$ cat src/rtl/vga_timing_gen_if.sv
// Video timing bundle produced by vga_timing_gen and consumed by the pixel/rgb logic.
interface vga_timing_gen_if;
  logic       pixel_tick;
  logic [9:0] hCount;
  logic [9:0] vCount;
  logic       bright;
  logic       hSync;
  logic       vSync;
  logic       frame_start;
  logic [7:0] frame_count;

  modport master (
    output pixel_tick, hCount, vCount, bright, hSync, vSync, frame_start, frame_count
  );

  modport slave (
    input pixel_tick, hCount, vCount, bright, hSync, vSync, frame_start, frame_count
  );
endinterface

$ cat src/rtl/vga_timing_gen.sv
// 640x480@60Hz VGA timing: pixel-rate divider, h/v counters, registered syncs/bright,
// and a per-frame pulse with an 8-bit frame counter.
module vga_timing_gen #(
  parameter int CLK_DIV   = 4,
  parameter int H_VISIBLE = 640,
  parameter int H_FP      = 16,
  parameter int H_SYNC    = 96,
  parameter int H_BP      = 48,
  parameter int V_VISIBLE = 480,
  parameter int V_FP      = 10,
  parameter int V_SYNC    = 2,
  parameter int V_BP      = 33,
  parameter bit SYNC_POL  = 1'b0
) (
  input  logic             clk,
  input  logic             reset_n,
  vga_timing_gen_if.master vga
);

  localparam int H_TOTAL = H_VISIBLE + H_FP + H_SYNC + H_BP;
  localparam int V_TOTAL = V_VISIBLE + V_FP + V_SYNC + V_BP;

  localparam logic [3:0] DIV_LAST = 4'(CLK_DIV - 1);
  localparam logic [9:0] H_LAST   = 10'(H_TOTAL - 1);
  localparam logic [9:0] V_LAST   = 10'(V_TOTAL - 1);
  localparam logic [9:0] H_VIS    = 10'(H_VISIBLE);
  localparam logic [9:0] V_VIS    = 10'(V_VISIBLE);
  localparam logic [9:0] HS_FIRST = 10'(H_VISIBLE + H_FP);
  localparam logic [9:0] HS_LAST  = 10'(H_VISIBLE + H_FP + H_SYNC - 1);
  localparam logic [9:0] VS_FIRST = 10'(V_VISIBLE + V_FP);
  localparam logic [9:0] VS_LAST  = 10'(V_VISIBLE + V_FP + V_SYNC - 1);

  logic [3:0] div_q,    div_d;
  logic       tick_q,   tick_d;
  logic [9:0] h_q,      h_d;
  logic [9:0] v_q,      v_d;
  logic       bright_q, bright_d;
  logic       hs_q,     hs_d;
  logic       vs_q,     vs_d;
  logic       fs_q,     fs_d;
  logic [7:0] fc_q,     fc_d;

  // Next-state: divider every clk; counters and the flags derived from them only on a pixel tick.
  always_comb begin
    div_d    = (div_q == DIV_LAST) ? 4'd0 : div_q + 4'd1;
    tick_d   = (div_d == DIV_LAST);
    h_d      = h_q;
    v_d      = v_q;
    bright_d = bright_q;
    hs_d     = hs_q;
    vs_d     = vs_q;
    fs_d     = 1'b0;
    fc_d     = fc_q;
    if (tick_q) begin
      if (h_q == H_LAST) begin
        h_d = 10'd0;
        if (v_q == V_LAST) begin
          v_d = 10'd0;
        end else begin
          v_d = v_q + 10'd1;
        end
      end else begin
        h_d = h_q + 10'd1;
      end
      // Flags use the next counter values so they land on the same edge as the counters.
      bright_d = (h_d < H_VIS) && (v_d < V_VIS);
      hs_d     = ((h_d >= HS_FIRST) && (h_d <= HS_LAST)) ? SYNC_POL : ~SYNC_POL;
      vs_d     = ((v_d >= VS_FIRST) && (v_d <= VS_LAST)) ? SYNC_POL : ~SYNC_POL;
      if ((h_d == 10'd0) && (v_d == 10'd0)) begin
        fs_d = 1'b1;
        fc_d = fc_q + 8'd1;
      end else begin
        fs_d = 1'b0;
      end
    end else begin
      fs_d = 1'b0;
    end
  end

  // State registers with asynchronous return to the top-left, pre-first-pixel state.
  always_ff @(posedge clk or negedge reset_n) begin
    if (!reset_n) begin
      div_q    <= 4'd0;
      tick_q   <= 1'b0;
      h_q      <= 10'd0;
      v_q      <= 10'd0;
      bright_q <= 1'b0;
      hs_q     <= ~SYNC_POL;
      vs_q     <= ~SYNC_POL;
      fs_q     <= 1'b0;
      fc_q     <= 8'd0;
    end else begin
      div_q    <= div_d;
      tick_q   <= tick_d;
      h_q      <= h_d;
      v_q      <= v_d;
      bright_q <= bright_d;
      hs_q     <= hs_d;
      vs_q     <= vs_d;
      fs_q     <= fs_d;
      fc_q     <= fc_d;
    end
  end

  assign vga.pixel_tick  = tick_q;
  assign vga.hCount      = h_q;
  assign vga.vCount      = v_q;
  assign vga.bright      = bright_q;
  assign vga.hSync       = hs_q;
  assign vga.vSync       = vs_q;
  assign vga.frame_start = fs_q;
  assign vga.frame_count = fc_q;

endmodule
$ cat src/flat_wrapper.sv
// flat-port wrapper written by rule: the top's interface ports become plain ports
module vga_timing_gen_flat 
#(
  parameter int CLK_DIV   = 4,
  parameter int H_VISIBLE = 640,
  parameter int H_FP      = 16,
  parameter int H_SYNC    = 96,
  parameter int H_BP      = 48,
  parameter int V_VISIBLE = 480,
  parameter int V_FP      = 10,
  parameter int V_SYNC    = 2,
  parameter int V_BP      = 33,
  parameter bit SYNC_POL  = 1'b0
)
  (clk, reset_n, vga_pixel_tick, vga_hCount, vga_vCount, vga_bright, vga_hSync, vga_vSync, vga_frame_start, vga_frame_count);
  vga_timing_gen_if vga_i ();
  input  logic clk;
  input  logic reset_n;
  output wire logic [$bits(vga_i.pixel_tick)-1:0] vga_pixel_tick;
  output wire logic [$bits(vga_i.hCount)-1:0] vga_hCount;
  output wire logic [$bits(vga_i.vCount)-1:0] vga_vCount;
  output wire logic [$bits(vga_i.bright)-1:0] vga_bright;
  output wire logic [$bits(vga_i.hSync)-1:0] vga_hSync;
  output wire logic [$bits(vga_i.vSync)-1:0] vga_vSync;
  output wire logic [$bits(vga_i.frame_start)-1:0] vga_frame_start;
  output wire logic [$bits(vga_i.frame_count)-1:0] vga_frame_count;
  assign vga_pixel_tick = vga_i.pixel_tick;
  assign vga_hCount = vga_i.hCount;
  assign vga_vCount = vga_i.vCount;
  assign vga_bright = vga_i.bright;
  assign vga_hSync = vga_i.hSync;
  assign vga_vSync = vga_i.vSync;
  assign vga_frame_start = vga_i.frame_start;
  assign vga_frame_count = vga_i.frame_count;
  vga_timing_gen #(.CLK_DIV(CLK_DIV), .H_VISIBLE(H_VISIBLE), .H_FP(H_FP), .H_SYNC(H_SYNC), .H_BP(H_BP), .V_VISIBLE(V_VISIBLE), .V_FP(V_FP), .V_SYNC(V_SYNC), .V_BP(V_BP), .SYNC_POL(SYNC_POL)) u_core (.clk(clk), .reset_n(reset_n), .vga(vga_i));
endmodule
$ cat config.mk
export PLATFORM = sky130hd
export DESIGN_NAME = vga_timing_gen_flat
export DESIGN_NICKNAME = d
export VERILOG_FILES = /design/src/rtl/vga_timing_gen_if.sv /design/src/rtl/vga_timing_gen.sv /design/src/flat_wrapper.sv
export SDC_FILE = /design/constraint.sdc
export NUM_CORES = 1
export LEC_CHECK = 0
export ABC_AREA = 1
export BUFFER_PORTS_ARGS = -buffer_cell sky130_fd_sc_hd__buf_2
export CAP_MARGIN = 10
export CORE_MARGIN = 3
export CORE_UTILIZATION = 35
export CTS_CLUSTER_SIZE = 16
export DETAILED_ROUTE_END_ITERATION = 8
export GPL_ROUTABILITY_DRIVEN = 1
export HOLD_SLACK_MARGIN = 0.15
export PLACE_DENSITY_LB_ADDON = 0.08
export RECOVER_POWER = 100
export SETUP_SLACK_MARGIN = 0.02
export SLEW_MARGIN = 10
export SYNTH_ARGS = -nofsm -noshare
export SYNTH_HDL_FRONTEND = slang
export SYNTH_SLANG_ARGS = --single-unit
export TNS_END_PERCENT = 1
$ cat constraint.sdc
create_clock -name clk -period 3 [get_ports clk]
set_input_delay 0.6 -clock clk [delete_from_list [all_inputs] [get_ports clk]]
set_output_delay 0.6 -clock clk [all_outputs]
set_load 0.05 [all_outputs]
# == Yosys cells after proc, flatten, opt, wreduce, memory -nomap -nowiden ==
# Cells that the tools add are included.
# classes
n_addsub,4
magnitude_cmp,6
n_eq_ne,4
n_mux,10
n_reduce_logical,7
# ops
op,n
$mux 10,5
$add 10x1->10 const B,2
$eq 10x10->1 const B,2
$logic_not 10->1,2
$ge 10x10->1 const B,1
$ge 10x9->1 const B,1
$le 10x10->1 const B,1
$le 10x9->1 const B,1
$lt 10x10->1 const B,1
$lt 10x9->1 const B,1
$add 8x1->8 const B,1
$eq 4x2->1 const B,2
$add 4x1->4 const B,1
$logic_and 1x1->1,4
$mux 1,4
$mux 4,1
$reduce_and 2->1,1
# totals
register_bits,37
input_bits,2
output_inout_bits,33
elab_cells,40

# == Depth between registers and ports, before layout ==
# Gate-level depths: netlist (run 1).
# logic_depth
depth_word,8
mapped_depth,16
ltp_nobuf,14

# == Worst setup path before layout (run 1) ==
# No wires, ideal clock.
# synth_path
kind,reg-to-reg
startpoint,"register u_core.h_q[0], in the netlist u_core.vga.hCount[0]"
endpoint,"register u_core.fc_q[3], in the netlist u_core.vga.frame_count[3]"
arrival_time_ns,2.284
slack_ns,0.602
path_stages_with_launch,15
period_less_slack_ns,2.398
cell_sequence,dfrtp_1 ha_1 nand3_2 nor2_4 nand2_2 buf_6 nand2_1 nand2_1 nor2_2 nand2_2 nor2_4 buf_6 nand4_1 nand2_1 inv_1
# synth_between
elab_chain_cells,6
# synth_rtl
item,line_no,source
from (decl),vga_timing_gen.sv:35,"logic [9:0] h_q, h_d;"
from (signal assigned),vga_timing_gen.sv:85,h_q <= 10'd0;
from (signal assigned),vga_timing_gen.sv:95,h_q <= h_d;
$add 10x1->10 / $eq 10x10->1 (equally long branches),"vga_timing_gen.sv:63, vga_timing_gen.sv:55",
$mux 10,vga_timing_gen.sv:55,if (h_q == H_LAST) begin
$mux 10,vga_timing_gen.sv:54,if (tick_q) begin
$logic_not 10->1,vga_timing_gen.sv:69,if ((h_d == 10'd0) && (v_d == 10'd0)) begin
$logic_and 1x1->1 *,vga_timing_gen.sv:69,
$reduce_and 2->1 (no source line) *,--,
to (signal assigned),vga_timing_gen.sv:91,fc_q <= 8'd0;
to (signal assigned),vga_timing_gen.sv:101,fc_q <= fc_d;
to (decl),vga_timing_gen.sv:41,"logic [7:0] fc_q, fc_d;"
# Every way passes the cells marked *; elsewhere a longest branch is shown, timed or not. The select of a mux whose other input is x is not followed.
# A chain may end at the register's enable or synchronous reset.

# == Worst setup path in the final report (run 1) ==
# layout_path
startpoint,"register u_core.h_q[0], in the netlist u_core.vga.hCount[0]"
endpoint,"register u_core.fc_q[1], in the netlist u_core.vga.frame_count[1]"
# Same word-level chain as after synthesis.

==> impl_metrics.py, run 1 <==
metrics = {
    "run_status": {
        "outcome": "finished with violations",
        "violations": "max-capacitance violations, max-slew violations",
    },
    "logic_synthesis": {
        "syn-num-nets": 345,
        "avgSynthCellArea_um2": 7.089,
        "synth_cells": 335,
        "netlist_area_um2": 2375,
        "seq_area_frac_synth_pct": 39.09,
        "yosysWarnings": 0,
        "synth-seq-cells": 37,
        "yosysUniqueCellTypes": 27,
    },
    "global_routing": {
        "grt_use_total_pct": 14.99,
        "grt_overflow": 0,
        "antenna_found_initial": 0,
        "grt_start_max_net_pins": 38,
        "grt_pass1_vias": 2002,
        "grt_pass1_wl_um": 9266,
    },
    "timing": {
        "max-slew-margin-rel_pct": -39.22,
        "slew_viol_final": 38,
        "timing.fmax_mhz": 387.9,
        "final-hold-violation-count": 0,
        "hold_ws_ns": 0.4913,
        "finalCriticalPeriod_ns": 2.578,
        "worst_slew_pin_slew_ns": 2.088,
        "tns_ns": 0,
        "setup_viol": 0,
        "period_share_pct": 85.93,
        "fin_skew_ns": 0.005725,
        "rsz0062_at_grt": "false",
    },
    "clock_tree": {
        "clockBufferDepth": 2,
        "cts_setup_buffers": 0,
        "clk_latency_ns": 0.29,
        "numCtsBuffers": 5,
        "postCtsHoldBufs": 0,
        "root_buffer": "clkbuf_8",
        "ctsHtreeMaxLevel": 2,
        "clk_pin_slew_worst_paths_ns": 0.08,
        "cts_tree": "done",
        "clock_sinks": 37,
        "post_cts_resized": 0,
    },
    "critical_path": {
        "arrival_ns": 2.82,
        "cp-end-kind": "register",
        "slowest_stage": "dfrtp_1",
        "crit_buf_inv": 1,
        "crit_path_start_kind": "register",
        "required_ns": 3.24,
        "max_stage_delay_ns": 0.51,
        "critPathTopFamily": "simple AND/OR/NAND/NOR gates",
        "crit_top_cell": "nand2_1",
        "crit_chain": "ha_1 > nand3_1 > nor2_1 > nand2_2 > nand3_1 > nand2_1 > nor2_1 > nand2_1 > nor2_4 > nand2_1 > inv_1 > nand2_1 > nand2_1",
        "worstSetupPathType": "register to register",
        "cp_max_fo": 14,
    },
    "floorplan": {
        "row_count": 29,
        "dieWidth_um": 88.37,
        "initial_utilization_pct": 36.77,
        "die_h_um": 88.37,
        "core_um2": 6459,
        "io_pins": 35,
        "die-area_um2": 7809,
    },
    "power": {
        "finalPower_uw": 875.0,
        "pwr-share-seq_pct": 57.0,
        "powerDensity_nw_per_um2": 335.9,
        "p_leak_nw": 1.300,
        "clockPowerShare_pct": 41.9,
        "p_int_uw": 663.6,
        "p_switching_uw": 211.4,
        "ir_drop_mv": 0.1819,
        "comb_power_share_pct": 1.2,
        "p_sw_share_pct": 24.16,
    },
    "detailed_routing": {
        "postRouteAntennaNets": 0,
        "drtPass1Iterations": 4,
        "remaining_drc_errors": 0,
        "viasPerCell": 4.753,
        "routed_wl_um": 5317,
        "vias": 2115,
        "drtIter0Drc": 95,
        "routedWlPerCell_um": 11.95,
    },
    "placed_design": {
        "io_buffers": 34,
        "dp.final_hpwl_um": 3883,
        "gp_congestion": 0.7801,
    },
    "layout": {
        "postLayoutCoreUtil_pct": 40.33,
        "area_growth_pct": 9.694,
        "drive_gt1_share_pct": 6.793,
        "nets": 377,
        "diodes": 0,
    },
    "worst_hold_path": {
        "hold_class": "register to register",
    },
    "run": {
        "drv_cap": 1,
    },
}
logic make-up (layout without fill, tap and decap cells):
group           count (synthesis)  count (layout)  synth area share [%]
xor+xnor                        3               3                 1.107
buf+inv                        61              94                 11.12
compound gates                 26              26                 5.848
flops                          37              37                 39.09
simple gates                  200             200                 38.62
fa+ha+maj                       8               8                 4.215
registers in the layout (all words and copies together), names as in the netlist:
signal,cells
u_core.vga.frame_count,8
u_core.vga.hSync,1
u_core.vga.bright,1
u_core.vga.hCount,10
u_core.vga.vCount,10
u_core.vga.vSync,1
u_core.vga.pixel_tick,1
u_core.div_q,4
u_core.vga.frame_start,1
final timing paths:
check / from / end / slack [ns] / depth (start not counted)
setup reg to reg: u_core.vga.hCount[0] / u_core.vga.frame_count[1] / 0.42 / 13
max in group asynchronous: reset_n / u_core.vga.frame_count[0] / 0.90 / 1
hold / removal: u_core.div_q[0] / u_core.div_q[0] / 0.49 / 1
setup / recovery: u_core.vga.hCount[0] / u_core.vga.frame_count[1] / 0.42 / 13
min in group asynchronous: reset_n / u_core.vga.hCount[4] / 0.89 / 1
hold reg to reg: u_core.div_q[0] / u_core.div_q[0] / 0.49 / 1
area by class of cell:
type	instances	area, um^2
Sequential cell	37	928.4
Multi-Input combinational cell	237	1167
Clock inverter	3	21.27
Fill cell	732	3854
Tap cell	77	96.34
Clock buffer	5	68.82
Inverter	51	191.4
Timing Repair Buffer	35	131.4
worst register-to-register path, delay by kind of cell (launching register included):
| kind | cells | cell delay, ns |
|---|---|---|
| buffers and inverters | 1 | 0.09 |
| AND/OR/NAND/NOR | 11 | 1.65 |
| adder cells (fa/ha/maj) | 1 | 0.26 |
| flip-flops | 1 | 0.51 |
cell usage after synthesis:
| cell type | count | share of area, % |
|---|---|---|
| a21oi_1 | 2 | 0.42 |
| a31oi_1 | 2 | 0.53 |
| buf_1 | 1 | 0.16 |
| buf_2 | 1 | 0.21 |
| buf_4 | 1 | 0.32 |
| buf_6 | 4 | 1.9 |
| clkbuf_1 | 3 | 0.47 |
| clkinv_1 | 1 | 0.16 |
| dfrtp_1 | 35 | 37 |
| dfstp_2 | 2 | 2.2 |
| ha_1 | 8 | 4.2 |
| inv_1 | 50 | 7.9 |
| nand2_1 | 110 | 17 |
| nand2_2 | 6 | 1.6 |
| nand3_1 | 32 | 6.7 |
| nand3_2 | 5 | 2.1 |
| nand3b_1 | 2 | 0.63 |
| nand4_1 | 11 | 2.9 |
| nor2_1 | 22 | 3.5 |
| nor2_2 | 3 | 0.79 |
| nor2_4 | 4 | 1.9 |
| nor3_1 | 4 | 0.84 |
| o21a_1 | 2 | 0.63 |
| o21ai_0 | 19 | 4.0 |
| o22ai_1 | 1 | 0.26 |
| or2_1 | 1 | 0.26 |
| xor2_1 | 3 | 1.1 |
routing by layer:
metal	wire length, um	track usage, %	up-vias
li1	-	-	1123
met1	2690	21.13	948
met2	2330	23.39	39
met4	47	4.121	0
met5	0	0	-
met3	248	3.073	5
through the flow:
step | instances | cell area [um^2] | setup slack, ns
final | 445 | 2605 | 0.4220
after global routing | 445 | 2605 | 0.06443
after CTS | 445 | 2666 | 0.4388
after detailed placement | 437 | 2576 | 0.4743
after global placement | 437 | 2576 | 0.5557
after floorplan | 335 | 2375 | 0.6023
cells in the final DEF, fill, tap and decap left out, drive strengths merged, types with 3 or more instances in the layout:
cell      n
nand2   116
dfrtp    35
ha        8
o21ai    19
xor2      3
inv      51
nand4    11
nor2     29
nand3    37
nor3      4
clkbuf   40
power by group through the flow:
stage	sequential (mW)	clock (mW)	combinational [mW]
finish	0.498	0.367	0.0101
global placement	0.508	0	0.0116
detailed placement	0.508	0	0.0118
global route	0.498	0.404	0.0122
CTS	0.498	0.381	0.0117
floorplan	0.508	0	0.000000762
Power figures use the tool's default switching activity.
==> inputs of run 2 (changes only) <==
Settings changed: CORE_UTILIZATION 35 to 45, CTS_BUF_LIST set to sky130_fd_sc_hd__clkbuf_4 sky130_fd_sc_hd__clkbuf_8 sky130_fd_sc_hd__clkbuf_16.
==> run 2 against run 1 <==
The run still ends with max-capacitance violations, max-slew violations left. Combinational power shrank 4%. Critical path type unchanged. Sequential share of layout area shrank 0.42 points. Power grew 11%.
==> impl_metrics.py, run 2 (same netlist as run 1, synthesis figures left out) <==
metrics = {
    "run_status": {
        "outcome": "finished with violations",
        "violations": "max-capacitance violations, max-slew violations",
    },
    "timing": {
        "setup_viol": 0,
        "timing.fmax_mhz": 383.5,
        "finalCriticalPeriod_ns": 2.608,
        "fin_skew_ns": 0.009124,
        "max-slew-margin-rel_pct": -33.56,
        "tns_ns": 0,
        "final-hold-violation-count": 0,
        "slew_viol_final": 38,
        "rsz0062_at_grt": "false",
        "period_share_pct": 86.92,
        "worst_slew_pin_slew_ns": 2.003,
    },
    "detailed_routing": {
        "routedWlPerCell_um": 11.90,
        "postRouteAntennaNets": 0,
        "vias": 2137,
        "viasPerCell": 4.913,
        "routed_wl_um": 5178,
        "drtIter0Drc": 145,
        "remaining_drc_errors": 0,
        "drtPass1Iterations": 5,
    },
    "floorplan": {
        "core_um2": 4911,
        "die-area_um2": 6185,
        "die_h_um": 78.65,
        "io_pins": 35,
        "dieWidth_um": 78.65,
        "row_count": 25,
        "initial_utilization_pct": 48.36,
    },
    "critical_path": {
        "worstSetupPathType": "register to register",
        "crit_path_start_kind": "register",
        "required_ns": 3.24,
        "cp_max_fo": 14,
        "cp-end-kind": "register",
        "arrival_ns": 2.84,
    },
    "placed_design": {
        "gp_congestion": 0.8378,
        "io_buffers": 34,
        "dp.final_hpwl_um": 3743,
        "post-place-cells": 427,
        "placed_cell_area_um2": 2564,
    },
    "clock_tree": {
        "post_cts_resized": 0,
        "ctsHtreeMaxLevel": 2,
        "root_buffer": "clkbuf_8",
        "cts_setup_buffers": 0,
        "numCtsBuffers": 5,
        "clock_sinks": 37,
        "clockBufferDepth": 2,
        "cts_tree": "done",
        "clk_latency_ns": 0.30,
        "clk_pin_slew_worst_paths_ns": 0.07,
        "postCtsHoldBufs": 0,
    },
    "layout": {
        "fin_area_um2": 2636,
        "instances_no_fill": 435,
        "nets": 377,
        "diodes": 0,
        "drive_gt1_share_pct": 7.337,
        "mostFrequentLayoutCells": "nand2_1 (112), inv_1 (50), dfrtp_1 (35)",
        "layout_commonest_cell": "nand2_1",
        "area_growth_pct": 11.01,
    },
    "worst_hold_path": {
        "hold_class": "register to register",
    },
    "power": {
        "p_leak_nw": 1.316,
        "ir_drop_mv": 0.2585,
        "powerDensity_nw_per_um2": 369.2,
    },
    "global_routing": {
        "grt_pass1_wl_um": 9101,
        "antenna_found_initial": 0,
        "grt_pass1_vias": 1940,
        "grt_start_max_net_pins": 38,
        "grt_use_total_pct": 18.49,
        "grt_overflow": 0,
    },
    "run": {
        "drv_cap": 1,
    },
}
[run 2: worst max-delay path: stages, from the launching register on]
cell and delay, ns:
dfrtp_1 0.49, ha_1 0.27, nand3_2 0.12, nor2_4 0.14, nand2_1 0.31, nand3_1 0.27, nand2_1 0.10, nor2_1 0.11
nand2_1 0.11, nor2_4 0.30, nand2_1 0.14, inv_1 0.09, nand2_1 0.05, nand2_1 0.05
[run 2: per-layer routing]
layer / up-vias / wire length (um) / GRT usage (%)
met1: 962 / 2619 / 26.54
met2: 50 / 2201 / 27.33
met5: - / 0 / 0
met3: 8 / 285 / 4.128
li1: 1117 / - / -
met4: 0 / 72 / 6.294
[run 2: power breakdown]
part           leakage (nW)  switching [mW]  total (mW)  internal (mW)
Clock                0.0574           0.195       0.465          0.270
Combinational         0.768         0.00947     0.00968       0.000210
Sequential            0.491               0       0.498          0.498
Total                  1.32           0.204       0.973          0.769
[run 2: final cells by class]
type / instances / area [um^2]
Clock inverter: 2 / 37.54
Sequential cell: 37 / 928.4
Inverter: 51 / 191.4
Timing Repair Buffer: 35 / 135.1
Clock buffer: 6 / 82.58
Fill cell: 526 / 2275
Tap cell: 67 / 83.83
Multi-Input combinational cell: 237 / 1177
[run 2: worst paths after layout]
path	depth (start not counted)	start	slack, ns	endpoint
worst min-delay path	1	u_core.div_q[0]	0.49	u_core.div_q[0]
min in group asynchronous	1	reset_n	0.85	u_core.vga.hCount[5]
worst max register to register	13	u_core.vga.hCount[0]	0.39	u_core.vga.frame_count[1]
worst min register to register	1	u_core.div_q[0]	0.49	u_core.div_q[0]
worst max-delay path	13	u_core.vga.hCount[0]	0.39	u_core.vga.frame_count[1]
max in group asynchronous	1	reset_n	0.98	u_core.vga.hCount[2]
[run 2: per-stage QoR]
stage / hold slack (ns) / setup WS (ns) / total power, mW / util [%]
floorplan: 0.3044 / 0.6023 / 0.5083 / -
global placement: 0.4698 / 0.5825 / 0.5193 / 52.20
detailed placement: 0.4781 / 0.4787 / 0.5195 / 52.20
CTS: 0.4410 / 0.4604 / 0.9847 / 54.65
global route: 0.5270 / 0.05351 / 1.011 / 53.68
finish: 0.4901 / 0.3924 / 0.9733 / 53.68
